**src/rtl/pipe_retire_tracker.sv**
```systemverilog
// pipe_retire_tracker
//
// Follows instruction occupancy through a STAGES-deep in-order pipeline and
// reports retirement and drain status to the instruction-stepping control.
//
// Parameters:
//   STAGES        number of pipeline stages (>= 2)
//   FLUSH_STAGES  leading stages killed by flush (1 .. STAGES-1)
//   CNT_W         width of the retired-instruction counter
//
// Ports:
//   clk                 system clock, rising-edge
//   rst                 asynchronous active-low reset
//   instr_fetch_enable  one instruction enters stage 0 this cycle
//   stall               freeze every stage; a fetch offered while stalled is lost
//   flush               kill instructions in stages 0..FLUSH_STAGES-1
//   stage_valid         bit i set when stage i holds a live instruction
//   inflight_count      popcount of stage_valid
//   retire              pulse: an instruction left the last stage at the previous edge
//   retired_count       running total of retired instructions, wraps silently
//   instr_completed     pipeline empty
module pipe_retire_tracker #(
    parameter int unsigned STAGES       = 5,
    parameter int unsigned FLUSH_STAGES = 2,
    parameter int unsigned CNT_W        = 32,
    localparam int unsigned IC_W        = $clog2(STAGES + 1)
) (
    input  logic              clk,
    input  logic              rst,
    input  logic              instr_fetch_enable,
    input  logic              stall,
    input  logic              flush,
    output logic [STAGES-1:0] stage_valid,
    output logic [IC_W-1:0]   inflight_count,
    output logic              retire,
    output logic [CNT_W-1:0]  retired_count,
    output logic              instr_completed
);

    logic [STAGES-1:0] v_q, v_d;
    logic [STAGES-1:0] v_shift;
    logic              retire_q, retire_d;
    logic [CNT_W-1:0]  count_q, count_d;
    logic [IC_W-1:0]   popcount;

    // Fetch lands in stage 0, everything else moves up one stage.
    assign v_shift = {v_q[STAGES-2:0], instr_fetch_enable};

    // Priority: flush > stall > advance.
    always_comb begin
        v_d      = v_q;
        retire_d = 1'b0;
        count_d  = count_q;
        if (flush && !stall) begin
            v_d = v_shift;
            // Clearing stage FLUSH_STAGES too drops the killed instruction that
            // was moving out of the last flushed stage.
            for (int i = 0; i <= int'(FLUSH_STAGES); i++) begin
                v_d[i] = 1'b0;
            end
            retire_d = v_q[STAGES-1];
            count_d  = count_q + CNT_W'(v_q[STAGES-1]);
        end else if (flush && stall) begin
            // Front stages die in place; the rest stays frozen.
            for (int i = 0; i < int'(FLUSH_STAGES); i++) begin
                v_d[i] = 1'b0;
            end
        end else if (!stall) begin
            v_d      = v_shift;
            retire_d = v_q[STAGES-1];
            count_d  = count_q + CNT_W'(v_q[STAGES-1]);
        end
    end

    always_ff @(posedge clk or negedge rst) begin
        if (!rst) begin
            v_q      <= '0;
            retire_q <= 1'b0;
            count_q  <= '0;
        end else begin
            v_q      <= v_d;
            retire_q <= retire_d;
            count_q  <= count_d;
        end
    end

    always_comb begin
        popcount = '0;
        for (int i = 0; i < int'(STAGES); i++) begin
            popcount = popcount + IC_W'(v_q[i]);
        end
    end

    assign stage_valid     = v_q;
    assign inflight_count  = popcount;
    assign retire          = retire_q;
    assign retired_count   = count_q;
    assign instr_completed = (v_q == '0);

endmodule
```
**config.mk**
```make
export PLATFORM = sky130hd
export DESIGN_NAME = pipe_retire_tracker
export DESIGN_NICKNAME = d
export VERILOG_FILES = /design/src/rtl/pipe_retire_tracker.sv
export SDC_FILE = /design/constraint.sdc
export NUM_CORES = 1
export LEC_CHECK = 0
export ABC_CLOCK_PERIOD_IN_PS = 2150
export CORE_UTILIZATION = 44
export CTS_CLUSTER_DIAMETER = 100
export CTS_CLUSTER_SIZE = 24
export DETAILED_ROUTE_END_ITERATION = 8
export PLACE_DENSITY_LB_ADDON = 0.2
export REMOVE_ABC_BUFFERS = 1
export SYNTH_ARGS = -nofsm -noshare
export SYNTH_HDL_FRONTEND = slang
export SYNTH_SLANG_ARGS = --single-unit
```
**constraint.sdc**
```tcl
create_clock -name clk -period 2.15 [get_ports clk]
set_input_delay 0.5375 -clock clk [delete_from_list [all_inputs] [get_ports clk]]
set_output_delay 0.5375 -clock clk [all_outputs]
set_load 0.02 [all_outputs]
```
# [After elaboration in Yosys (flattened, before gate mapping)]
# Cells that the tools add are included.
[totals] ff_bits=38 latch_bits=0 ram_bits=0 mem_bits_ro=0 inputBits=5 out_inout_bits=42 word_cells=27 memories=0
[op_classes] n_addsub=5 mul=0 div_mod_pow=0 n_lt_le_gt_ge=0 eq_ne=3 shifts=0 muxes=10 bitwise_logic=0 n_reduce_logical=5
[ops] cell="$mux W32" n=3
[ops] cell="$add A32 B1 Y32" n=1
[ops] cell="$mux W5" n=2
[ops] cell="$add A3 B1 Y3" n=2
[ops] cell="$logic_not A5 Y1" n=1
[ops] cell="$add A2 B1 Y3" n=1
[ops] cell="$mux W1" n=3
[ops] cell="$mux W3" n=1
[ops] cell="$ne A3 B1 Y1 const B" n=1
[ops] cell="$add A1 B1 Y2" n=1
[ops] cell="$logic_and A1 B1 Y1" n=2
[ops] cell="$mux W2" n=1
[ops] cell="$ne A2 B1 Y1 const B" n=1
[ops] cell="$ne A2 B2 Y1 const B" n=1
[ops] cell="$reduce_and A2 Y1" n=1
[ops] cell="$logic_not A1 Y1" n=1

# [Longest topological paths before layout]
# Gate-level depths: netlist of run 1.
[logic_depth] word_depth=4 mapped_depth=6 depth_no_buf=5

# [Worst setup path before layout of run 1]
# No wires, ideal clock.
[synth_path] path_kind="reg2out" from="reg v_q[0] (netlist: stage_valid[0])" to="out inflight_count[1]" arrival_time_ns=1.734 required_ns=1.612 setup_slack_ns=-0.121 path_stages_with_launch=4 path_cell_list="dfrtp_1 > fa_1 > fa_1 > ha_1"
[synth_between] elab_chain_len=4
[synth_lines] item="start: declaration" line="40" rtl="logic [STAGES-1:0] v_q, v_d;"
[synth_lines] item="start signal: assignment" line="81" rtl="v_q <= v_d;"
[synth_lines] item="$add A1 B1 Y2" line="90" rtl="popcount = popcount + IC_W'(v_q[i]);"
[synth_lines] item="$add A2 B1 Y3" line="90"
[synth_lines] item="$add A3 B1 Y3 (2 in a row)" line="90"
[synth_lines] item="end: declaration" line="34" rtl="output logic [IC_W-1:0] inflight_count,"
# Every way passes these cells.

# [Worst setup path in the final report of run 1]
# Ends and elaborated chain as after synthesis.

==> run summary, run 1 <==
Status = finished, violations left
Failing checks = setup timing
Vias per cell = 5.268
Layout Nets = 222
Logic gate share of total power = 0.119
Pre-CTS WS = -569.2 ps
Max cap viols = 0
Peak supply drop = 0.4105 mV
Area grow syn2layout = 36.34%
Hold WC Path Type = in2async
Seq cells post-synth = 38
Setup WS post-layout = -365.6 ps
Sequential area share after synthesis = 0.5114
HPWL Detailed = 3050 um
Filler cell count = 335
Slew HR = 0.6454
Leakage power = 1.145 nW
CP Class = reg2out
Synth area leader = dfrtp_1
First-pass DRT Iterations = 4
Sequential Power Share = 0.520
Cell variety after synth = 29
Hold Vio Cnt, Final = 0
Switching Share = 0.2620
Synth warn = 0
Worst Max-Slew Pin Slew = 531.9 ps
Post-Synthesis Cells = 154
Post-Route WL = 4221 um
Final Cycle Share = 1.170
DRC Markers = 0
Core box area = 0.004029 mm2
Count of pins over their slew limit = 0
Multi-input logic area = 888.4 um2
Die area = 0.004490 mm2
I/O pin count = 47
Initial antenna violation count = 0
Core Rows = 23
Port-buffer cells = 46
Die Y-Extent = 67.01 um
Total track usage = 0.2115
Arr. time, crit path = 1980 ps
N_diodes = 0
Number of global-route vias before repair = 1384
Finish-stage setup viols = 3
Via count = 1375
Iteration-0 DRC count of the detailed router = 60
Setup TNS Final = -905.8 ps
Yosys top cell area share = 0.5114
Crit path launch type = flop
Synth area leaders = dfrtp_1, xnor2_1, xor2_1
CTS tree = yes
Initial Util = 0.4615
H-tree depth = 2
Crit Path Max Fanout = 2
Pwr Density = 578.7 mW/mm2
Post-Layout Cell Count = 261
Die width = 67.01 um
Setup Skew = 9.163 ps
CTS max path bufs = 2
Sw Pwr = 384.3 uW
Fmax = 0.3975 GHz
Crit end category = output pin
Critical path data required time = 1610 ps
Routed Antenna Nets = 0
RSZ-0062 raised after global routing = yes
Global-route wire length before repair = 6727 um
Clock power share = 0.360
Synthesized area per cell = 12.07 um2
Ratio of cells with drive above 1 in the final layout = 0.1801
Post-DP Area = 0.002424 mm2
Number of clock sinks = 38
Netlist Area Pre-Place = 0.001859 mm2
Most common cell after layout, fill and taps aside = clkdlybuf4s50_1
FF/Latch Area = 950.9 um2
Number of cells after detailed placement = 253
Wire per inst = 16.17 um
Final Instance Area = 0.002535 mm2
GP Congestion = 0.7389
Int Pwr = 1.083 mW
Worst-path clk slew = 80 ps
Clk Latency, worst-skew pair = 300 ps
Most frequent cells in the layout = clkdlybuf4s50_1, dfrtp_1, xnor2_1
Pin count of the biggest net entering global routing = 24
CTS Buf Count = 5
Post-route minimum period = 2516 ps
Worst r2r path cells = 7
Clock tree root buffer cell = clkbuf_8
Total gr overflow = 0
[flip-flops by register name (all words and copies together), names as in the netlist]
signal         cells
retire             1
stage_valid        5
retired_count     32
[worst paths after layout]
path	startpoint	endpoint	slack [ps]
min reg2reg	retired_count[31]	retired_count[31]	470
max reg2reg	stage_valid[4]	retired_count[22]	420
min	rst	retired_count[27]	210
max	stage_valid[0]	inflight_count[1]	-370
min in group clk	retired_count[31]	retired_count[31]	470
max in group asynchronous	rst	retired_count[17]	1390
[worst max-delay path: stages, from the launching register on]
cell     delay, ps
dfrtp_1        410
fa_1           510
fa_2           370
ha_4           280
buf_6          110
[power groups by stage]
stage	Sequential, mW	Combinational, mW	Clock [mW]
CTS	0.764	0.176	0.532
global route	0.768	0.191	0.568
detailed placement	0.778	0.175	0
global placement	0.776	0.170	0
finish	0.764	0.175	0.528
floorplan	0.801	0.0495	0
[synth_stat cells]
cell type and number:
and3_1 7, and4_1 3, xnor2_1 21, nand4_4 1, clkbuf_1 1, and4b_2 1, buf_2 3, inv_1 2
and2_1 5, nor4b_1 1, nor4_2 4, fa_1 2, and4_4 1, mux2_2 4, nor2b_1 2, nand3_1 9
nand4_1 12, ha_1 5, nand3_2 2, xor2_1 9, nor3_1 3, buf_4 2, mux2i_1 2, dfrtp_1 38
nand2_1 8, nand2b_1 1, and4_2 1, o31ai_1 1, nor2_1 3
[through the flow]
step           hold WS, ps  total power [mW]  utilization
5_1_grt              243.4             1.527       0.6292
3_5_place_dp         463.7            0.9531       0.6016
6_report             205.1             1.467       0.6292
4_1_cts              223.5             1.473       0.6276
2_1_floorplan        241.9            0.8508            -
3_3_place_gp         456.7            0.9460       0.6016
[routing by layer]
metal / global-route usage / vias to the layer above / part of all wire
li1: - / 651 / -
met1: 0.2757 / 686 / 0.45
met2: 0.3250 / 30 / 0.49
met3: 0.04452 / 8 / 0.033
met4: 0.1117 / 0 / 0.021
met5: 0 / - / 0
[layout make-up]
cell class                      count  share of cell area
Timing Repair Buffer               55              0.2108
Multi-Input combinational cell    108              0.3504
Tap cell                           50             0.02468
Sequential cell                    38              0.3751
Inverter                            2            0.002962
Clock buffer                        7             0.03406
Clock inverter                      1            0.001974
[logic make-up after synthesis]
| kind of cell | count (synthesis) | synth area share |
|---|---|---|
| AND/OR/NAND/NOR | 64 | 0.2308 |
| flip-flops | 38 | 0.5114 |
| XOR/XNOR | 30 | 0.1413 |
| buffers and inverters | 8 | 0.02220 |
| adder cells (fa/ha/maj) | 7 | 0.05518 |
| multiplexers | 6 | 0.03499 |
| AO/OA/AOI/OAI | 1 | 0.004039 |
[timing repair]
action                                  in CTS  in global routing
buffers inserted                             0                  0
endpoints found under the setup margin       4                  4
hold buffers                                 0                  0
cloned                                       0                  0
gates resized for setup                     25                  1
pin swaps                                    2                  2
hold endpoints to repair                     0                  0
(Power assumes the default switching activity.)
==> run 2: changes to the inputs <==
RECOVER_POWER = 50   (was default)
SETUP_SLACK_MARGIN = 0.15   (was default)
==> run summary, run 2 (same netlist as run 1, synthesis figures left out) <==
Die Y-Extent = 67.01 um (unchanged)
DRC Markers = 0 (unchanged)
Most common cell after layout, fill and taps aside = dfrtp_1 (was clkdlybuf4s50_1)
Peak supply drop = 0.4105 mV (about the same)
RR Endpoint = retired_count[22] (unchanged)
Final Cycle Share = 1.171 (was 1.170)
Finish-stage setup viols = 3 (unchanged)
Number of global-route vias before repair = 1392 (was 1384)
Initial Util = 0.4615 (unchanged)
Routed Antenna Nets = 0 (unchanged)
Hold WC Path Type = reg2reg (was in2async)
Final Instance Area = 0.002512 mm2 (was 0.002535 mm2)
CTS Buf Count = 5 (unchanged)
Initial antenna violation count = 0 (unchanged)
HP Start = retired_count[31]
Iteration-0 DRC count of the detailed router = 53 (was 60)
RSZ-0062 raised after global routing = yes (unchanged)
Clk Latency, worst-skew pair = 300 ps (about the same)
Worst path max stage delay = 520 ps (was 510 ps)
Area grow syn2layout = 35.13% (was 36.34%)
Max cap viols = 0 (unchanged)
Clock tree root buffer cell = clkbuf_8 (unchanged)
Failing checks = setup timing (unchanged)
CTS max path bufs = 2 (unchanged)
CP cell instances = fa_1 -> fa_2 -> ha_4 -> buf_6 (unchanged)
FF/Latch Area = 950.9 um2 (unchanged)
Crit Path Max Fanout = 2 (unchanged)
Max reg flops = 32 (unchanged)
Setup WS post-layout = -367.2 ps (was -365.6 ps)
Total track usage = 0.2125 (was 0.2115)
Buffers & Inverters on Critical Path = 1 (unchanged)
Setup Skew = 8.772 ps (was 9.163 ps)
Die width = 67.01 um (unchanged)
Crit end category = output pin (unchanged)
Die area = 0.004490 mm2 (unchanged)
Status = finished, violations left (unchanged)
Number of clock sinks = 38 (unchanged)
Ratio of cells with drive above 1 in the final layout = 0.1651 (was 0.1801)
First-pass DRT Iterations = 4 (unchanged)
Most frequent cells in the layout = dfrtp_1, clkdlybuf4s50_1, xnor2_1 (was clkdlybuf4s50_1, dfrtp_1, xnor2_1)
Pin count of the biggest net entering global routing = 24 (unchanged)
Hold_buf cts = 0 (unchanged)
FF-to-FF setup slack = 410 ps (was 420 ps)
Total gr overflow = 0 (unchanged)
Wire per inst = 16.22 um (was 16.17 um)
Worst Max-Slew Pin Slew = 1258 ps (was 531.9 ps)
Pwr Density = 580.2 mW/mm2 (was 578.7 mW/mm2)
Count of pins over their slew limit = 0 (unchanged)
CP max-delay cell = fa_1 (unchanged)
Slew HR = 0.1610 (was 0.6454)
Via count = 1380 (was 1375)
Vias per cell = 5.267 (was 5.268)
H-tree depth = 2 (unchanged)
HPWL Detailed = 3050 um (unchanged)
Crit path launch type = flop (unchanged)
Arr. time, crit path = 1980 ps (about the same)
N_diodes = 0 (unchanged)
Total power draw = 1.458 mW (was 1.467 mW)
Layout Nets = 223 (was 222)
Core box area = 0.004029 mm2 (unchanged)
Setup TNS Final = -912.8 ps (was -905.8 ps)
Global-route wire length before repair = 6762 um (was 6727 um)
Fmax = 0.3973 GHz (was 0.3975 GHz)
I/O pin count = 47 (unchanged)
R2r startpoint = stage_valid[4] (unchanged)
GP Congestion = 0.7389 (unchanged)
Leakage power = 1.153 nW (was 1.145 nW)
Crit-path leading delay family = adder cells (unchanged)
CP Class = reg2out (unchanged)
Post-DP Area = 0.002424 mm2 (unchanged)
Core Rows = 23 (unchanged)
Worst-path clk slew = 80 ps (about the same)
Multi-input logic area = 893.4 um2 (was 888.4 um2)
Port-buffer cells = 46 (unchanged)
Worst r2r path cells = 7 (unchanged)
Post-route minimum period = 2517 ps (was 2516 ps)
Hold path depth = 1
Filler cell count = 341 (was 335)
Hold Vio Cnt, Final = 0 (unchanged)
CTS tree = yes (unchanged)
Post-Route WL = 4250 um (was 4221 um)
Worst hold endpoint = retired_count[31]
Critical path data required time = 1610 ps (about the same)
==> run 2: worst max-delay path by stage <==
| stage | start | endpoint | depth (start not counted) | slack, ps |
|---|---|---|---|---|
| final | stage_valid[0] | inflight_count[1] | 4 | -370 |
| after global routing | stage_valid[0] | inflight_count[1] | 4 | -430 |
| after CTS | stage_valid[3] | inflight_count[1] | 4 | -410 |
| after detailed placement | stage_valid[0] | inflight_count[1] | 4 | -570 |
| after global placement | stage_valid[0] | inflight_count[1] | 4 | -500 |
| after floorplan | stage_valid[0] | inflight_count[1] | 3 | -120 |
==> run 2: worst reg2reg max path, stage by stage (launching register included) <==
cell and delay, ps:
dfrtp_1 390, buf_4 170, ha_1 220, ha_1 240, and2_1 200, buf_12 140
nand4_1 100, xnor2_1 160
==> run 2: cell type report <==
cell class	count	share of cell area
Clock buffer	7	0.03436
Clock inverter	1	0.001992
Inverter	2	0.002988
Multi-Input combinational cell	108	0.3556
Sequential cell	38	0.3785
Tap cell	50	0.02490
Timing Repair Buffer	56	0.2017
==> run 2: power breakdown <==
group	leakage (nW)	switching, mW	internal [mW]
Clock	0.0482	0.267	0.259
Combinational	0.578	0.0890	0.0800
Sequential	0.527	0.0275	0.735
==> run 2: what timing repair did <==
action | in CTS | in global routing
cloned | 0 | 0
pin swaps | 2 | 3
endpoints found under the setup margin | 4 | 9
buffers inserted | 0 | 1
resized for setup | 26 | 11
==> run 2: through the flow <==
step / setup slack [ps] / hold WS [ps] / std cells / util
after CTS: -405.3 / 223.5 / 261 / 0.6292
final: -367.2 / 473.2 / 262 / 0.6236
after global routing: -426.9 / 494.3 / 262 / 0.6236
after detailed placement: -569.2 / 463.7 / 253 / 0.6016
after floorplan: -121.2 / 241.9 / 148 / -
after global placement: -502.9 / 456.7 / 253 / 0.6016
==> run 2: per-layer routing <==
metal  share of wire  wire [um]  global-route usage  vias up
met5               0          0                   0        -
met3           0.040        170             0.04452        8
li1                -          -                   -      655
met2            0.49       2089              0.3300       35
met1            0.45       1902              0.2746      682
met4           0.021         88              0.1117        0
